--- src/rtl/uart_rx_fifo.sv ---
// rtl/uart_rx_fifo.sv - UART receive FIFO (first-word fall-through), optional error counters under UART_RX_FIFO_ERR_CNT_EN
module uart_rx_fifo #(
  parameter int DATA_BITS = 8,
  parameter int DEPTH     = 16
) (
  input  logic                     clk,
  input  logic                     reset_n,
  input  logic [DATA_BITS-1:0]     rx_data,
  input  logic                     data_ready,
  input  logic                     parity_err,
  input  logic                     frame_err,
  output logic                     rd_valid,
  input  logic                     rd_ready,
  output logic [DATA_BITS-1:0]     rd_data,
  output logic                     rd_parity_err,
  output logic                     rd_frame_err,
  output logic [$clog2(DEPTH):0]   count,
  output logic                     full,
  output logic                     empty,
  output logic                     overflow,
  input  logic                     clr_overflow
`ifdef UART_RX_FIFO_ERR_CNT_EN
  ,
  output logic [7:0]               parity_err_cnt,
  output logic [7:0]               frame_err_cnt,
  input  logic                     clr_err_cnt
`endif
);

  localparam int AW = $clog2(DEPTH);
  localparam int CW = AW + 1;
  localparam int EW = DATA_BITS + 2;
  localparam logic [CW-1:0] FULL_CNT = CW'(DEPTH);

  logic [EW-1:0] mem_q [DEPTH];
  logic [AW-1:0] wr_ptr_q, wr_ptr_d;
  logic [AW-1:0] rd_ptr_q, rd_ptr_d;
  logic [CW-1:0] count_q, count_d;
  logic          overflow_q, overflow_d;
  logic          prev_dr_q;
  logic          push, pop, accept, drop;
  logic [EW-1:0] head;

  assign empty    = (count_q == '0);
  assign full     = (count_q == FULL_CNT);
  assign count    = count_q;
  assign rd_valid = ~empty;
  assign overflow = overflow_q;

  // A held-high data_ready yields a single push; only its rising edge counts.
  assign push   = data_ready & ~prev_dr_q;
  assign pop    = rd_valid & rd_ready;
  // When full, a coincident pop frees the slot the push needs.
  assign accept = push & (~full | pop);
  assign drop   = push & full & ~pop;

  // Head entry is masked to zero when empty so idle reads are deterministic.
  assign head          = empty ? '0 : mem_q[rd_ptr_q];
  assign rd_data       = head[DATA_BITS-1:0];
  assign rd_parity_err = head[DATA_BITS];
  assign rd_frame_err  = head[DATA_BITS+1];

  // Next-state for pointers, occupancy and the sticky overflow flag.
  always_comb begin
    wr_ptr_d   = wr_ptr_q;
    rd_ptr_d   = rd_ptr_q;
    count_d    = count_q;
    overflow_d = overflow_q;
    if (accept) wr_ptr_d = wr_ptr_q + 1'b1;
    if (pop)    rd_ptr_d = rd_ptr_q + 1'b1;
    case ({accept, pop})
      2'b10:   count_d = count_q + 1'b1;
      2'b01:   count_d = count_q - 1'b1;
      default: count_d = count_q;
    endcase
    if (drop)              overflow_d = 1'b1;
    else if (clr_overflow) overflow_d = 1'b0;
  end

  // Control state; prev_dr resets high so a strobe held across reset release is ignored.
  always_ff @(posedge clk or negedge reset_n) begin
    if (!reset_n) begin
      wr_ptr_q   <= '0;
      rd_ptr_q   <= '0;
      count_q    <= '0;
      overflow_q <= 1'b0;
      prev_dr_q  <= 1'b1;
    end else begin
      wr_ptr_q   <= wr_ptr_d;
      rd_ptr_q   <= rd_ptr_d;
      count_q    <= count_d;
      overflow_q <= overflow_d;
      prev_dr_q  <= data_ready;
    end
  end

  // Storage array; contents need no reset because empty masks the head.
  always_ff @(posedge clk) begin
    if (accept) mem_q[wr_ptr_q] <= {frame_err, parity_err, rx_data};
  end

`ifdef UART_RX_FIFO_ERR_CNT_EN
  logic [7:0] pe_cnt_q, pe_cnt_d;
  logic [7:0] fe_cnt_q, fe_cnt_d;

  assign parity_err_cnt = pe_cnt_q;
  assign frame_err_cnt  = fe_cnt_q;

  // Saturating error tallies over every push strobe, dropped words included.
  always_comb begin
    pe_cnt_d = pe_cnt_q;
    fe_cnt_d = fe_cnt_q;
    if (push && parity_err) begin
      if (pe_cnt_q != 8'hFF) pe_cnt_d = pe_cnt_q + 8'd1;
    end else if (clr_err_cnt) begin
      pe_cnt_d = 8'd0;
    end
    if (push && frame_err) begin
      if (fe_cnt_q != 8'hFF) fe_cnt_d = fe_cnt_q + 8'd1;
    end else if (clr_err_cnt) begin
      fe_cnt_d = 8'd0;
    end
  end

  // Error counter registers.
  always_ff @(posedge clk or negedge reset_n) begin
    if (!reset_n) begin
      pe_cnt_q <= 8'd0;
      fe_cnt_q <= 8'd0;
    end else begin
      pe_cnt_q <= pe_cnt_d;
      fe_cnt_q <= fe_cnt_d;
    end
  end
`endif

endmodule

--- config.mk ---
export PLATFORM = sky130hd
export DESIGN_NAME = uart_rx_fifo
export DESIGN_NICKNAME = d
export VERILOG_FILES = /design/src/rtl/uart_rx_fifo.sv
export SDC_FILE = /design/constraint.sdc
export NUM_CORES = 1
export LEC_CHECK = 0
export ABC_CLOCK_PERIOD_IN_PS = 2900
export BUFFER_PORTS_ARGS = -buffer_cell sky130_fd_sc_hd__buf_2
export CORE_UTILIZATION = 29
export DETAILED_ROUTE_END_ITERATION = 6
export PLACE_DENSITY = 0.4
export SETUP_SLACK_MARGIN = 0.4
export SYNTH_ARGS = -nofsm -noshare
export SYNTH_HDL_FRONTEND = slang
export SYNTH_SLANG_ARGS = --single-unit
--- constraint.sdc ---
create_clock -name clk -period 2.9 [get_ports clk]
set_input_delay 0.435 -clock clk [delete_from_list [all_inputs] [get_ports clk]]
set_output_delay 0.435 -clock clk [all_outputs]
set_load 0.02 [all_outputs]
Yosys cells after proc, flatten, opt, wreduce, memory -nomap -nowiden
Memories as Yosys holds them, arrays and structs flattened.
Index checks and enable logic that the tools add are counted.
Widths: inputs -> output; s select.
{ "op_classes": {"n_addsub": 4, "n_eq_ne": 3, "muxes": 6, "bitwise_logic": 10, "reduce_logical": 3} }
{ "ops": {"columns": ["cell", "count"], "rows": [
  ["$mux 10", 1],
  ["$pmux 5 s2", 1],
  ["$add 4x1->4 const B", 2],
  ["$add 5x1->5 const B", 1],
  ["$and 1x1->1", 5],
  ["$eq 5x5->1 const B", 1],
  ["$logic_not 5->1", 1],
  ["$sub 5x1->5 const B", 1],
  ["$mux 1", 4],
  ["$not 1->1", 4],
  ["$reduce_bool 2->1", 2],
  ["$eq 2x1->1 const B", 1],
  ["$eq 2x2->1 const B", 1],
  ["$or 1x1->1", 1]
]} }
{ "word_totals": {"ff_bits": 15, "mem_bits_rw": 160, "in_bits": 15, "out_inout_bits": 19, "wordCells": 32, "n_memories": 1} }
{ "mem_list": {"columns": ["name", "depth", "width", "rd", "rd_ports_with_merged_regs", "wr", "line_no", "source"], "rows": [
  ["mem_q", 16, 10, 1, 0, 1, "35", "logic [EW-1:0] mem_q [DEPTH];"]
]} }

Longest topological paths before layout
{ "depth": {"word_depth": 7, "ltp_mapped": 9, "ltp_nobuf": 8} }

Worst setup path after synthesis
No wires, ideal clock.
{ "synth_path": {"kind": "reg-to-reg", "start": "reg count_q[1] (netlist: count[1])", "end": "reg count_q[4] (netlist: count[4])", "arrival_time_ns": 2.495, "required_ns": 2.776, "setup_slack_ns": 0.281, "stages_incl_launch_ff": 10, "n_path_buf": 1, "period_less_slack_ns": 2.619, "path_cell_list": "dfrtp_1 > buf_6 > or4_4 > o211a_4 > xor2_1 > ha_1 > o31a_2 > nor3_1 > o32ai_1 > a211o_1"} }
{ "synth_via": {"elab_chain_len": 7, "elab_cells_between_ends": 13} }
{ "synth_rtl": {"columns": ["item", "line_no", "source"], "rows": [
  ["start, declared", "38", "logic [CW-1:0] count_q, count_d;"],
  ["start signal, assigned", "91", "count_q <= count_d;"],
  ["$logic_not 5->1", "44", "assign empty = (count_q == '0);"],
  ["$not 1->1", "47", "assign rd_valid = ~empty;"],
  ["$and 1x1->1", "52", "assign pop = rd_valid & rd_ready;"],
  ["$or 1x1->1", "54", "assign accept = push & (~full | pop);"],
  ["$and 1x1->1", "54", null],
  ["$eq 2x1->1 or $eq 2x2->1 (tied branches)", "71", "case ({accept, pop})"],
  ["$pmux 5 s2 or $reduce_bool 2->1 (tied branches)", null, null]
]} }
Parallel ways exist; a longest one is shown, timed or not.
A chain may end at the register's enable or synchronous reset.

Final worst setup path
{ "layout_path": {"start": "reg rd_ptr_q[0]", "end": "out rd_frame_err"} }
{ "layout_via": {"elab_chain_len": 2} }
{ "layout_rtl": {"columns": ["item", "line_no", "source"], "rows": [
  ["start, declared", "37", "logic [AW-1:0] rd_ptr_q, rd_ptr_d;"],
  ["start signal, assigned", "90", "rd_ptr_q <= rd_ptr_d;"],
  ["$mem_v2 16x10", null, null],
  ["$mux 10", "58", "assign head = empty ? '0 : mem_q[rd_ptr_q];"],
  ["end, declared", "16", "output logic rd_frame_err,"]
]} }
Every way passes these cells.

==> impl_metrics.toml <==
[outcome]
status = "finished clean"

[placed_design]
place_ws_ns = 0.318
numPortBuffers = 33
place_hpwl_mm = 9.46
gp_congestion = 0.770

[global_route]
grt_usage_pct = 13.4
grt_first_pass_wirelength_mm = 23.0
antenna_found_initial = 0
grt_max_degree = 44
grt_remaining_overflow = 0
first_global_vias = 3598

[floorplanning]
rows = 56
die_w_um = 158
design.portCount = 34
die_h_um = 158
fp.dieArea_um2 = 24900
initial_utilization_pct = 29.8
coreArea_um2 = 23600

[synth]
avgSynthCellArea_um2 = 20.1
synth_flop_cell = "edfxtp_1"
synthCells = 349
ys_ff_latch = 175
syn-cell-area_um2 = 7030
ys_seq_area_share_pct = 73.7
yosysWarnings = 0
synth.distinct_cells = 39
synthArstFlopShare_pct = 8.57
synth_edf_count = 160
synth_fp_nets = 371

[detailed_routing]
drt-initial-drc-count = 239
totalWireLength_mm = 15.4
dr_wl_met3_um = 343
vias = 3484
drt-pass1-iter-count = 4
route.met2.wl_mm = 7.69
wire_per_inst_um = 20.5
routed_via_density = 4.64
drc = 0
wl_met1_mm = 7.19
top_layer_used = "met4"
ant_nets = 0

[critical_path]
r2r_slack_ns = 0.44
arrival_ns = 2.18
path_max_fanout = 8
start_kind = "flip-flop"
cp_slowest_cell = "mux4_2"
max_stage_delay_ns = 0.51
r2r_start = "count[2]"
crit_buf_inv = 3
path_class = "reg -> out"
crit_family = "multiplexers"
r2r_end = "count[4]"
cp_cell_sequence = "buf_12, buf_12, mux4_2, mux2i_2, o22ai_1, buf_2"
critPathRequiredTime_ns = 2.47
cpMostUsedCell = "buf_12"
end_kind = "primary output"
rr_worst_depth = 8

[timing]
tns_ns = 0
maxSlewHeadroom_pct = 54.0
worst_pin_slew_ns = 0.691
slew_viol_final = 0
finalSetupViolations = 0
rsz0062_at_grt = "yes"
skew_ns = 0.00967
finalHoldViolCount = 0
fin_crit_sh_pct = 90.3
clock.fmax_ghz = 0.382
setup_ws_ns = 0.282
finalCriticalPeriod_ns = 2.62

[power_and_ir_drop]
irDropWorstVdd_v = 0.000456
powerDensity_nw_per_um2 = 982
p_leak_nw = 2.90

[cells_and_area]
seq_area_um2 = 5190
antenna_cells = 0
areaGrowthSynthToFinish_pct = 22.5
fillers = 2202
multi_input_area_um2 = 1870
layout_common_cells = "edfxtp_1, mux4_2, buf_4"
final_common_cell = "edfxtp_1"
fin_nets = 441
layout-drive-gt1-share_pct = 41.4

[worst_hold_path]
holdPathStages = 1
worstHoldStart = "data_ready"
min_to = "prev_dr_q"
hp-class = "in -> reg"

[clock_tree]
cts_max_path_buffers = 2
clkSlewWorstSetupHoldPaths_ns = 0.07
numCtsBuffers = 17
root_buffer = "clkbuf_16"
clock_latency_ns = 0.42
clock_sinks = 175
tritoncts = "done"
htreeDepth = 4

[flow_run]
drv_cap = 0
[flip-flops by register name (all words and copies together), names as in the netlist]
name and count:
overflow 1, rd_ptr_q 4, count 5, wr_ptr_q 4, mem_q 160, prev_dr_q 1
[worst register-to-register path: stages, from the launching register on]
cell and delay [ns]:
dfrtp_2 0.44, or4_4 0.55, o211a_4 0.26, xor2_1 0.14, ha_2 0.20, and3_2 0.20, o21ai_0 0.22, o32ai_1 0.11
a211o_1 0.23
[cell families (layout without fill, tap and decap cells)]
kind of cell | count (synthesis) | in the layout | synth area share (%)
XOR/XNOR | 10 | 10 | 1.25
buffers and inverters | 26 | 109 | 1.57
flip-flops | 175 | 175 | 73.7
multiplexers | 64 | 64 | 16.4
AND/OR/NAND/NOR | 46 | 46 | 3.65
AO/OA/AOI/OAI | 21 | 21 | 2.21
adder cells (fa/ha/maj) | 7 | 7 | 1.25
[cell usage after synthesis (2+ instances only)]
master,number,area [µm²]
edfxtp_1,160,4800
mux4_2,40,901
mux2i_1,21,210
dfrtp_1,14,350
o22ai_1,10,62.6
and2_1,9,56.3
inv_1,9,33.8
clkbuf_1,8,30.0
ha_1,7,87.6
nand2_1,7,26.3
nor2_1,7,26.3
xnor2_1,7,61.3
nand3_1,5,25.0
nor3_1,5,25.0
buf_1,4,15.0
buf_2,4,20.0
o21ai_0,3,15.0
xor2_1,3,26.3
a21oi_1,2,10.0
mux2_4,2,30.0
nand2b_1,2,12.5
nand4_1,2,12.5
nor2b_1,2,12.5
[final cells by class]
type                       instances  share of cell area (%)
clock buffer                      17                    4.94
timing repair buffer              68                    6.32
inverter                           9                   0.392
clock inverter                    15                    1.74
multi-input combinational        148                    21.8
sequential                       175                    60.2
tap                              319                    4.63
[worst max path at each step]
stage	to	cells past startpoint	from	slack, ns
detailed placement	count[4]	8	count[2]	0.32
global placement	count[4]	8	count[2]	0.34
global route	rd_data[1]	6	rd_ptr_q[0]	0.19
CTS	rd_data[0]	6	rd_ptr_q[0]	0.23
floorplan	count[4]	8	count[2]	0.37
finish	rd_frame_err	6	rd_ptr_q[0]	0.28
[metal layers]
metal  vias to the layer above  global-route usage [%]
li1                       1560                       -
met5                         -                       0
met1                      1853                    17.1
met3                         8                    3.37
met2                        63                    22.4
met4                         0                    3.74
[through the flow]
stage          hold slack [ns]  area [µm²]  power (mW)  instances  util, %
3_3_place_gp             0.380        7750        5.88        704     32.8
6_report                 0.126        8620        8.46        751     36.5
4_1_cts                  0.101        8540        8.45        747     36.2
3_5_place_dp             0.381        7750        5.88        704     32.8
2_1_floorplan            0.139        7040        4.96        349        -
5_1_grt                 0.0999        8620        8.87        751     36.5
[report_power, final]
group / total [mW] / internal, mW / switching [mW]
clock network: 2.19 / 1.14 / 1.04
registers: 3.16 / 2.97 / 0.192
logic: 3.11 / 1.54 / 1.57
[timing repair]
action	4_1_cts	5_1_grt
pin swaps	5	4
gates resized for setup	23	10
setup endpoints to repair	11	11
cloned	2	0
hold buffers	1	0
setup buffers	8	4
hold endpoints to repair	14	0
(Power assumes the default switching activity.)
